==> config.mk <==
export PLATFORM = sky130hd
export DESIGN_NAME = multicycle_ctrl_flat
export DESIGN_NICKNAME = d
export VERILOG_FILES = /design/src/rtl/multicycle_ctrl_if.sv /design/src/rtl/multicycle_ctrl.sv /design/src/flat_wrapper.sv
export SDC_FILE = /design/constraint.sdc
export NUM_CORES = 1
export LEC_CHECK = 0
export CAP_MARGIN = 20
export CORE_MARGIN = 3
export CORE_UTILIZATION = 34
export DETAILED_ROUTE_END_ITERATION = 16
export GPL_ROUTABILITY_DRIVEN = 0
export PLACE_DENSITY_LB_ADDON = 0.1
export SYNTH_ARGS = -nofsm -noshare
export SYNTH_HDL_FRONTEND = slang
export SYNTH_SLANG_ARGS = --single-unit
==> constraint.sdc <==
create_clock -name clk -period 2.8 [get_ports clk]
set_clock_uncertainty 0.15 [all_clocks]
set_input_delay 0.56 -clock clk [delete_from_list [all_inputs] [get_ports clk]]
set_output_delay 0.56 -clock clk [all_outputs]
set_load 0.05 [all_outputs]
==> src/rtl/multicycle_ctrl_if.sv <==
// Control bundle between the multi-cycle sequencer and the rest of the core.
// The master side is the sequencer: it owns requests, PC/IR, selects and strobes.
// The slave side is the datapath/memory environment: it supplies acks, fetched data and ALU results.
interface multicycle_ctrl_if;
    logic        imem_req;
    logic        imem_ack;
    logic [31:0] imem_rdata;
    logic        dmem_req;
    logic        dmem_we;
    logic        dmem_ack;
    logic [31:0] alu_result;
    logic        branch_taken;
    logic [31:0] pc;
    logic [31:0] ir;
    logic        alu_src_a;
    logic        alu_src_b;
    logic [1:0]  wb_sel;
    logic        reg_we;
    logic [2:0]  state;
    logic        trap;
    logic [31:0] instret;

    modport master (
        output imem_req, dmem_req, dmem_we, pc, ir, alu_src_a, alu_src_b,
               wb_sel, reg_we, state, trap, instret,
        input  imem_ack, imem_rdata, dmem_ack, alu_result, branch_taken
    );

    modport slave (
        input  imem_req, dmem_req, dmem_we, pc, ir, alu_src_a, alu_src_b,
               wb_sel, reg_we, state, trap, instret,
        output imem_ack, imem_rdata, dmem_ack, alu_result, branch_taken
    );
endinterface

==> src/rtl/multicycle_ctrl.sv <==
// Multi-cycle RV32I control sequencer: owns PC/IR and steps FETCH/DECODE/EXEC/MEM/WB.
// Latency: 3 (branch), 4 (ALU/jump/store), 5 (load) cycles per instruction at zero wait.
// Backpressure: holds each request until its ack is sampled; each wait cycle adds one cycle.
module multicycle_ctrl #(
    parameter logic [31:0] RESET_PC = 32'h0000_0000
) (
    input  logic               clk,
    input  logic               rst_n,
    multicycle_ctrl_if.master  bus
);
    localparam logic [6:0] OP_R      = 7'b0110011;
    localparam logic [6:0] OP_I      = 7'b0010011;
    localparam logic [6:0] OP_LOAD   = 7'b0000011;
    localparam logic [6:0] OP_STORE  = 7'b0100011;
    localparam logic [6:0] OP_BRANCH = 7'b1100011;
    localparam logic [6:0] OP_JAL    = 7'b1101111;
    localparam logic [6:0] OP_JALR   = 7'b1100111;
    localparam logic [6:0] OP_LUI    = 7'b0110111;
    localparam logic [6:0] OP_AUIPC  = 7'b0010111;

    typedef enum logic [2:0] {
        S_FETCH  = 3'd0,
        S_DECODE = 3'd1,
        S_EXEC   = 3'd2,
        S_MEM    = 3'd3,
        S_WB     = 3'd4,
        S_TRAP   = 3'd5
    } state_t;

    state_t      r_state;
    state_t      w_next;
    // Low for the first partial cycle after reset release so the first fetch
    // request starts on a full clock cycle and requests stay low in reset.
    logic        r_run;
    logic [31:0] r_pc;
    logic [31:0] r_ir;
    logic [31:0] r_instret;
    logic        r_trap;

    logic [6:0]  w_op;
    logic [31:0] w_pc_plus4;
    logic        w_legal;
    logic        w_sel_act;
    logic        w_imem_req;
    logic        w_dmem_req;
    logic        w_dmem_we;
    logic        w_reg_we;
    logic        w_alu_src_a;
    logic        w_alu_src_b;
    logic [1:0]  w_wb_sel;

    assign w_op       = r_ir[6:0];
    assign w_pc_plus4 = r_pc + 32'd4;

    // Opcode legality check used in DECODE.
    always_comb begin
        w_legal = 1'b0;
        case (w_op)
            OP_R, OP_I, OP_LOAD, OP_STORE, OP_BRANCH,
            OP_JAL, OP_JALR, OP_LUI, OP_AUIPC: w_legal = 1'b1;
            default:                           w_legal = 1'b0;
        endcase
    end

    // State register plus the post-reset run flag.
    always_ff @(posedge clk or negedge rst_n) begin
        if (!rst_n) begin
            r_state <= S_FETCH;
            r_run   <= 1'b0;
        end else begin
            r_state <= w_next;
            r_run   <= 1'b1;
        end
    end

    // Next-state logic; acks only count while the matching request is high.
    always_comb begin
        w_next = r_state;
        case (r_state)
            S_FETCH:  w_next = (r_run && bus.imem_ack) ? S_DECODE : S_FETCH;
            S_DECODE: w_next = w_legal ? S_EXEC : S_TRAP;
            S_EXEC: begin
                if (w_op == OP_LOAD || w_op == OP_STORE) w_next = S_MEM;
                else if (w_op == OP_BRANCH)              w_next = S_FETCH;
                else                                     w_next = S_WB;
            end
            S_MEM: begin
                if (bus.dmem_ack) w_next = (w_op == OP_STORE) ? S_FETCH : S_WB;
                else              w_next = S_MEM;
            end
            S_WB:     w_next = S_FETCH;
            S_TRAP:   w_next = S_TRAP;
            default:  w_next = S_FETCH;
        endcase
    end

    // PC, IR, retire counter and sticky trap; PC/instret move on the retiring edge.
    always_ff @(posedge clk or negedge rst_n) begin
        if (!rst_n) begin
            r_pc      <= RESET_PC;
            r_ir      <= 32'h0000_0013;
            r_instret <= 32'd0;
            r_trap    <= 1'b0;
        end else begin
            case (r_state)
                S_FETCH: begin
                    if (r_run && bus.imem_ack) r_ir <= bus.imem_rdata;
                end
                S_DECODE: begin
                    if (!w_legal) r_trap <= 1'b1;
                end
                S_EXEC: begin
                    if (w_op == OP_BRANCH) begin
                        r_pc      <= bus.branch_taken ? bus.alu_result : w_pc_plus4;
                        r_instret <= r_instret + 32'd1;
                    end
                end
                S_MEM: begin
                    if (bus.dmem_ack && w_op == OP_STORE) begin
                        r_pc      <= w_pc_plus4;
                        r_instret <= r_instret + 32'd1;
                    end
                end
                S_WB: begin
                    if (w_op == OP_JAL)       r_pc <= bus.alu_result;
                    else if (w_op == OP_JALR) r_pc <= bus.alu_result & ~32'h1;
                    else                      r_pc <= w_pc_plus4;
                    r_instret <= r_instret + 32'd1;
                end
                default: ;
            endcase
        end
    end

    // Moore outputs: strobes from state, selects from IR while in EXEC/MEM/WB.
    always_comb begin
        w_sel_act   = (r_state == S_EXEC) || (r_state == S_MEM) || (r_state == S_WB);
        w_imem_req  = (r_state == S_FETCH) && r_run;
        w_dmem_req  = (r_state == S_MEM);
        w_dmem_we   = (r_state == S_MEM) && (w_op == OP_STORE);
        w_reg_we    = (r_state == S_WB);
        w_alu_src_a = w_sel_act && (w_op == OP_AUIPC || w_op == OP_JAL || w_op == OP_BRANCH);
        w_alu_src_b = w_sel_act && (w_op != OP_R);
        w_wb_sel    = 2'b00;
        if (w_sel_act) begin
            if (w_op == OP_LOAD)                         w_wb_sel = 2'b01;
            else if (w_op == OP_JAL || w_op == OP_JALR)  w_wb_sel = 2'b10;
            else if (w_op == OP_LUI)                     w_wb_sel = 2'b11;
            else                                         w_wb_sel = 2'b00;
        end
    end

    assign bus.imem_req  = w_imem_req;
    assign bus.dmem_req  = w_dmem_req;
    assign bus.dmem_we   = w_dmem_we;
    assign bus.reg_we    = w_reg_we;
    assign bus.alu_src_a = w_alu_src_a;
    assign bus.alu_src_b = w_alu_src_b;
    assign bus.wb_sel    = w_wb_sel;
    assign bus.pc        = r_pc;
    assign bus.ir        = r_ir;
    assign bus.state     = r_state;
    assign bus.trap      = r_trap;
    assign bus.instret   = r_instret;
endmodule

==> src/flat_wrapper.sv <==
// flat-port wrapper written by rule: the top's interface ports become plain ports
module multicycle_ctrl_flat 
#(
    parameter logic [31:0] RESET_PC = 32'h0000_0000
)
  (clk, rst_n, bus_imem_req, bus_dmem_req, bus_dmem_we, bus_pc, bus_ir, bus_alu_src_a, bus_alu_src_b, bus_wb_sel, bus_reg_we, bus_state, bus_trap, bus_instret, bus_imem_ack, bus_imem_rdata, bus_dmem_ack, bus_alu_result, bus_branch_taken);
  multicycle_ctrl_if bus_i ();
  input  logic clk;
  input  logic rst_n;
  output wire logic [$bits(bus_i.imem_req)-1:0] bus_imem_req;
  output wire logic [$bits(bus_i.dmem_req)-1:0] bus_dmem_req;
  output wire logic [$bits(bus_i.dmem_we)-1:0] bus_dmem_we;
  output wire logic [$bits(bus_i.pc)-1:0] bus_pc;
  output wire logic [$bits(bus_i.ir)-1:0] bus_ir;
  output wire logic [$bits(bus_i.alu_src_a)-1:0] bus_alu_src_a;
  output wire logic [$bits(bus_i.alu_src_b)-1:0] bus_alu_src_b;
  output wire logic [$bits(bus_i.wb_sel)-1:0] bus_wb_sel;
  output wire logic [$bits(bus_i.reg_we)-1:0] bus_reg_we;
  output wire logic [$bits(bus_i.state)-1:0] bus_state;
  output wire logic [$bits(bus_i.trap)-1:0] bus_trap;
  output wire logic [$bits(bus_i.instret)-1:0] bus_instret;
  input wire logic [$bits(bus_i.imem_ack)-1:0] bus_imem_ack;
  input wire logic [$bits(bus_i.imem_rdata)-1:0] bus_imem_rdata;
  input wire logic [$bits(bus_i.dmem_ack)-1:0] bus_dmem_ack;
  input wire logic [$bits(bus_i.alu_result)-1:0] bus_alu_result;
  input wire logic [$bits(bus_i.branch_taken)-1:0] bus_branch_taken;
  assign bus_imem_req = bus_i.imem_req;
  assign bus_dmem_req = bus_i.dmem_req;
  assign bus_dmem_we = bus_i.dmem_we;
  assign bus_pc = bus_i.pc;
  assign bus_ir = bus_i.ir;
  assign bus_alu_src_a = bus_i.alu_src_a;
  assign bus_alu_src_b = bus_i.alu_src_b;
  assign bus_wb_sel = bus_i.wb_sel;
  assign bus_reg_we = bus_i.reg_we;
  assign bus_state = bus_i.state;
  assign bus_trap = bus_i.trap;
  assign bus_instret = bus_i.instret;
  assign bus_i.imem_ack = bus_imem_ack;
  assign bus_i.imem_rdata = bus_imem_rdata;
  assign bus_i.dmem_ack = bus_dmem_ack;
  assign bus_i.alu_result = bus_alu_result;
  assign bus_i.branch_taken = bus_branch_taken;
  multicycle_ctrl #(.RESET_PC(RESET_PC)) u_core (.clk(clk), .rst_n(rst_n), .bus(bus_i));
endmodule
==> flow_summary.json <==
{
  "portBuffers": 176,
  "startpoint_type": "flip-flop",
  "synth_top_family_by_area": "simple AND/OR/NAND/NOR gates",
  "r2r-start": "u_core.bus.ir[1]",
  "reg2reg_to": "u_core.bus.instret[28]",
  "drive_gt1_share_pct": 18.0,
  "post-cts-setup-buffers": 0,
  "synthSimpleGateAreaFrac_pct": 20.3,
  "area_growth_pct": 44.3,
  "synth_cell_type_count": 76,
  "finalSetupViolations": 0,
  "synth_common_cells": "dfrtp_1, nand2_1, mux2_2",
  "globalRouteOverflowTotal": 0,
  "fin_tns_setup_ps": 0,
  "p_per_area_nw_per_um2": 1150,
  "required_ps": 2090,
  "drc": 0,
  "synth_compound_area_share_pct": 14.6,
  "drt_first_pass_iters": 4,
  "root_buffer": "clkbuf_16",
  "cp-startpoint": "u_core.bus.state[0]",
  "synth_most_common_cell": "dfrtp_1",
  "ys_warn_count": 0,
  "syn_area_um2": 5480,
  "fill_cells": 1362,
  "cts-resized-gates": 0,
  "grt_pass1_vias": 4820,
  "clk_pin_slew_worst_paths_ps": 70,
  "hpwl_um": 11100,
  "period_minus_slack_ps": 2680,
  "htreeDepth": 3,
  "tritoncts.num_buffers": 9,
  "r2r_cells": 5,
  "syn_nets": 580,
  "setup_ws_ps": 120,
  "holdBufCountCts": 0,
  "worst_slew_pin_slew_ps": 561,
  "yosys-top-cells-area": "dfrtp_1, mux2_2, xor2_1, nand2_1, nand3_1",
  "timing.fmax_mhz": 373,
  "synth-xor-area-share_pct": 5.12,
  "hold_viol": 0,
  "vias": 4712,
  "antenna_found_initial": 0,
  "wl_um": 15300,
  "finalInstanceArea_um2": 7900,
  "clock_sinks": 101,
  "synth_top_area_share_pct": 44.8,
  "synthCells": 509,
  "nets": 760,
  "ys_async_sr_fraction_pct": 100,
  "ff2ff_setup_slack_ps": 460,
  "yosysTopAreaCell": "dfrtp_1",
  "dieArea_um2": 17700,
  "synth_edf_count": 0,
  "worstSetupEndpointType": "primary output",
  "viasPerCell": 5.21,
  "maxCapViolCount": 0,
  "grt_max_degree": 49,
  "clock_latency_ps": 350,
  "ir_worst_vdd_v": 0.000647,
  "fin_cells": 905,
  "num_rows": 45,
  "start_util_pct": 35.4,
  "place_ws_ps": 206,
  "arrival_ps": 1970,
  "antenna_cells": 0,
  "synthAdderAreaFrac_pct": 0.457,
  "grt_pass1_wl_um": 25600,
  "drv_slew": 0,
  "wl_per_cell_um": 16.9,
  "core_um2": 15500,
  "rsz0062_at_grt": "false",
  "grt_usage_pct": 17.7,
  "synthMuxAreaShare_pct": 8.82,
  "ys_seq_area_share_pct": 46.2,
  "hp-class": "in -> async",
  "p_leak_nw": 3.28,
  "dp_cells": 889,
  "status": "finished clean",
  "ant_nets": 0,
  "cts_tree": "built",
  "clk_path_buf_depth": 2,
  "die_w_um": 133,
  "synthFlopType": "dfrtp_1",
  "dpl-instance-area_um2": 7620,
  "first_iter_violations": 265,
  "io_pins": 177,
  "path_class": "reg -> out",
  "relSlewSlack_pct": 62.6,
  "yosys_register_bits": 101,
  "min_period_over_period_pct": 95.7,
  "die_h_um": 133,
  "syn_area_per_cell_um2": 10.8,
  "cp_max_fo": 6
}
==> critical path: stages, from the launching register on <==
cell	delay [ps]
dfrtp_1	450
or3b_4	450
a21o_1	240
nor3_2	290
buf_12	180
==> flip-flops by register name (all words and copies together) (netlist names) <==
register            flops
u_core.bus.ir          32
u_core.bus.pc          32
u_core.r_run            1
u_core.bus.state        3
u_core.bus.instret     32
u_core.bus.trap         1
==> through the flow <==
stage	util (%)	hold slack (ps)	power (mW)
after floorplan	-	114	6.15
after detailed placement	49.2	313	7.95
after global routing	51.0	63.6	9.64
final	51.0	42.4	9.12
after global placement	49.2	305	7.88
after CTS	51.0	58.4	9.21
==> worst max path at each step <==
stage / end / slack, ps / depth (start not counted)
2_1_floorplan: bus_wb_sel[1] / -110 / 4
3_3_place_gp: u_core.bus.instret[6] / 230 / 6
3_5_place_dp: u_core.bus.instret[28] / 210 / 6
4_1_cts: bus_wb_sel[1] / 90 / 4
5_1_grt: bus_wb_sel[1] / 50 / 4
6_report: bus_wb_sel[1] / 120 / 4
==> where the power goes <==
| part | total, mW | leakage [nW] | switching, mW | internal [mW] |
|---|---|---|---|---|
| Combinational | 5.31 | 1.90 | 3.37 | 1.94 |
| Sequential | 2.59 | 1.23 | 0.597 | 1.99 |
| Clock | 1.22 | 0.146 | 0.565 | 0.654 |
| Total | 9.12 | 3.28 | 4.53 | 4.58 |
==> cells by family (layout without fill, tap and decap cells) <==
group	Yosys count	in the layout
buffers and inverters	49	234
multiplexers	44	44
AO/OA/AOI/OAI	110	110
adder cells (fa/ha/maj)	2	2
other	1	1
flip-flops	101	101
AND/OR/NAND/NOR	170	170
XOR/XNOR	32	32
==> area by class of cell <==
| cell class | count | area (µm²) | share of cell area (%) |
|---|---|---|---|
| Sequential cell | 101 | 2530 | 32.0 |
| Inverter | 21 | 78.8 | 0.997 |
| Clock buffer | 11 | 253 | 3.20 |
| Tap cell | 211 | 264 | 3.34 |
| Timing Repair Buffer | 197 | 2000 | 25.3 |
| Clock inverter | 5 | 32.5 | 0.412 |
| Multi-Input combinational cell | 359 | 2750 | 34.8 |
==> routing by layer <==
metal	up-vias	track usage (%)	part of all wire (%)
li1	2252	-	-
met3	15	5.82	7.5
met1	2297	23.4	45
met2	148	27.9	46
met5	-	0	0
met4	0	4.91	1.3
==> layout by cell type (no fill, tap or decap), types with 11 or more instances in the layout <==
cell type	instances
clkdlybuf4s50_1	167
nand4_1	16
xor2_1	20
o22ai_1	14
and3_1	11
nand2_1	39
nor2_1	15
buf_4	22
a21oi_1	23
nand3_1	26
inv_1	20
dfrtp_1	98
nor3_2	14
xnor2_1	12
mux2_2	34
Note: power is estimated with default switching activity, not from simulation.
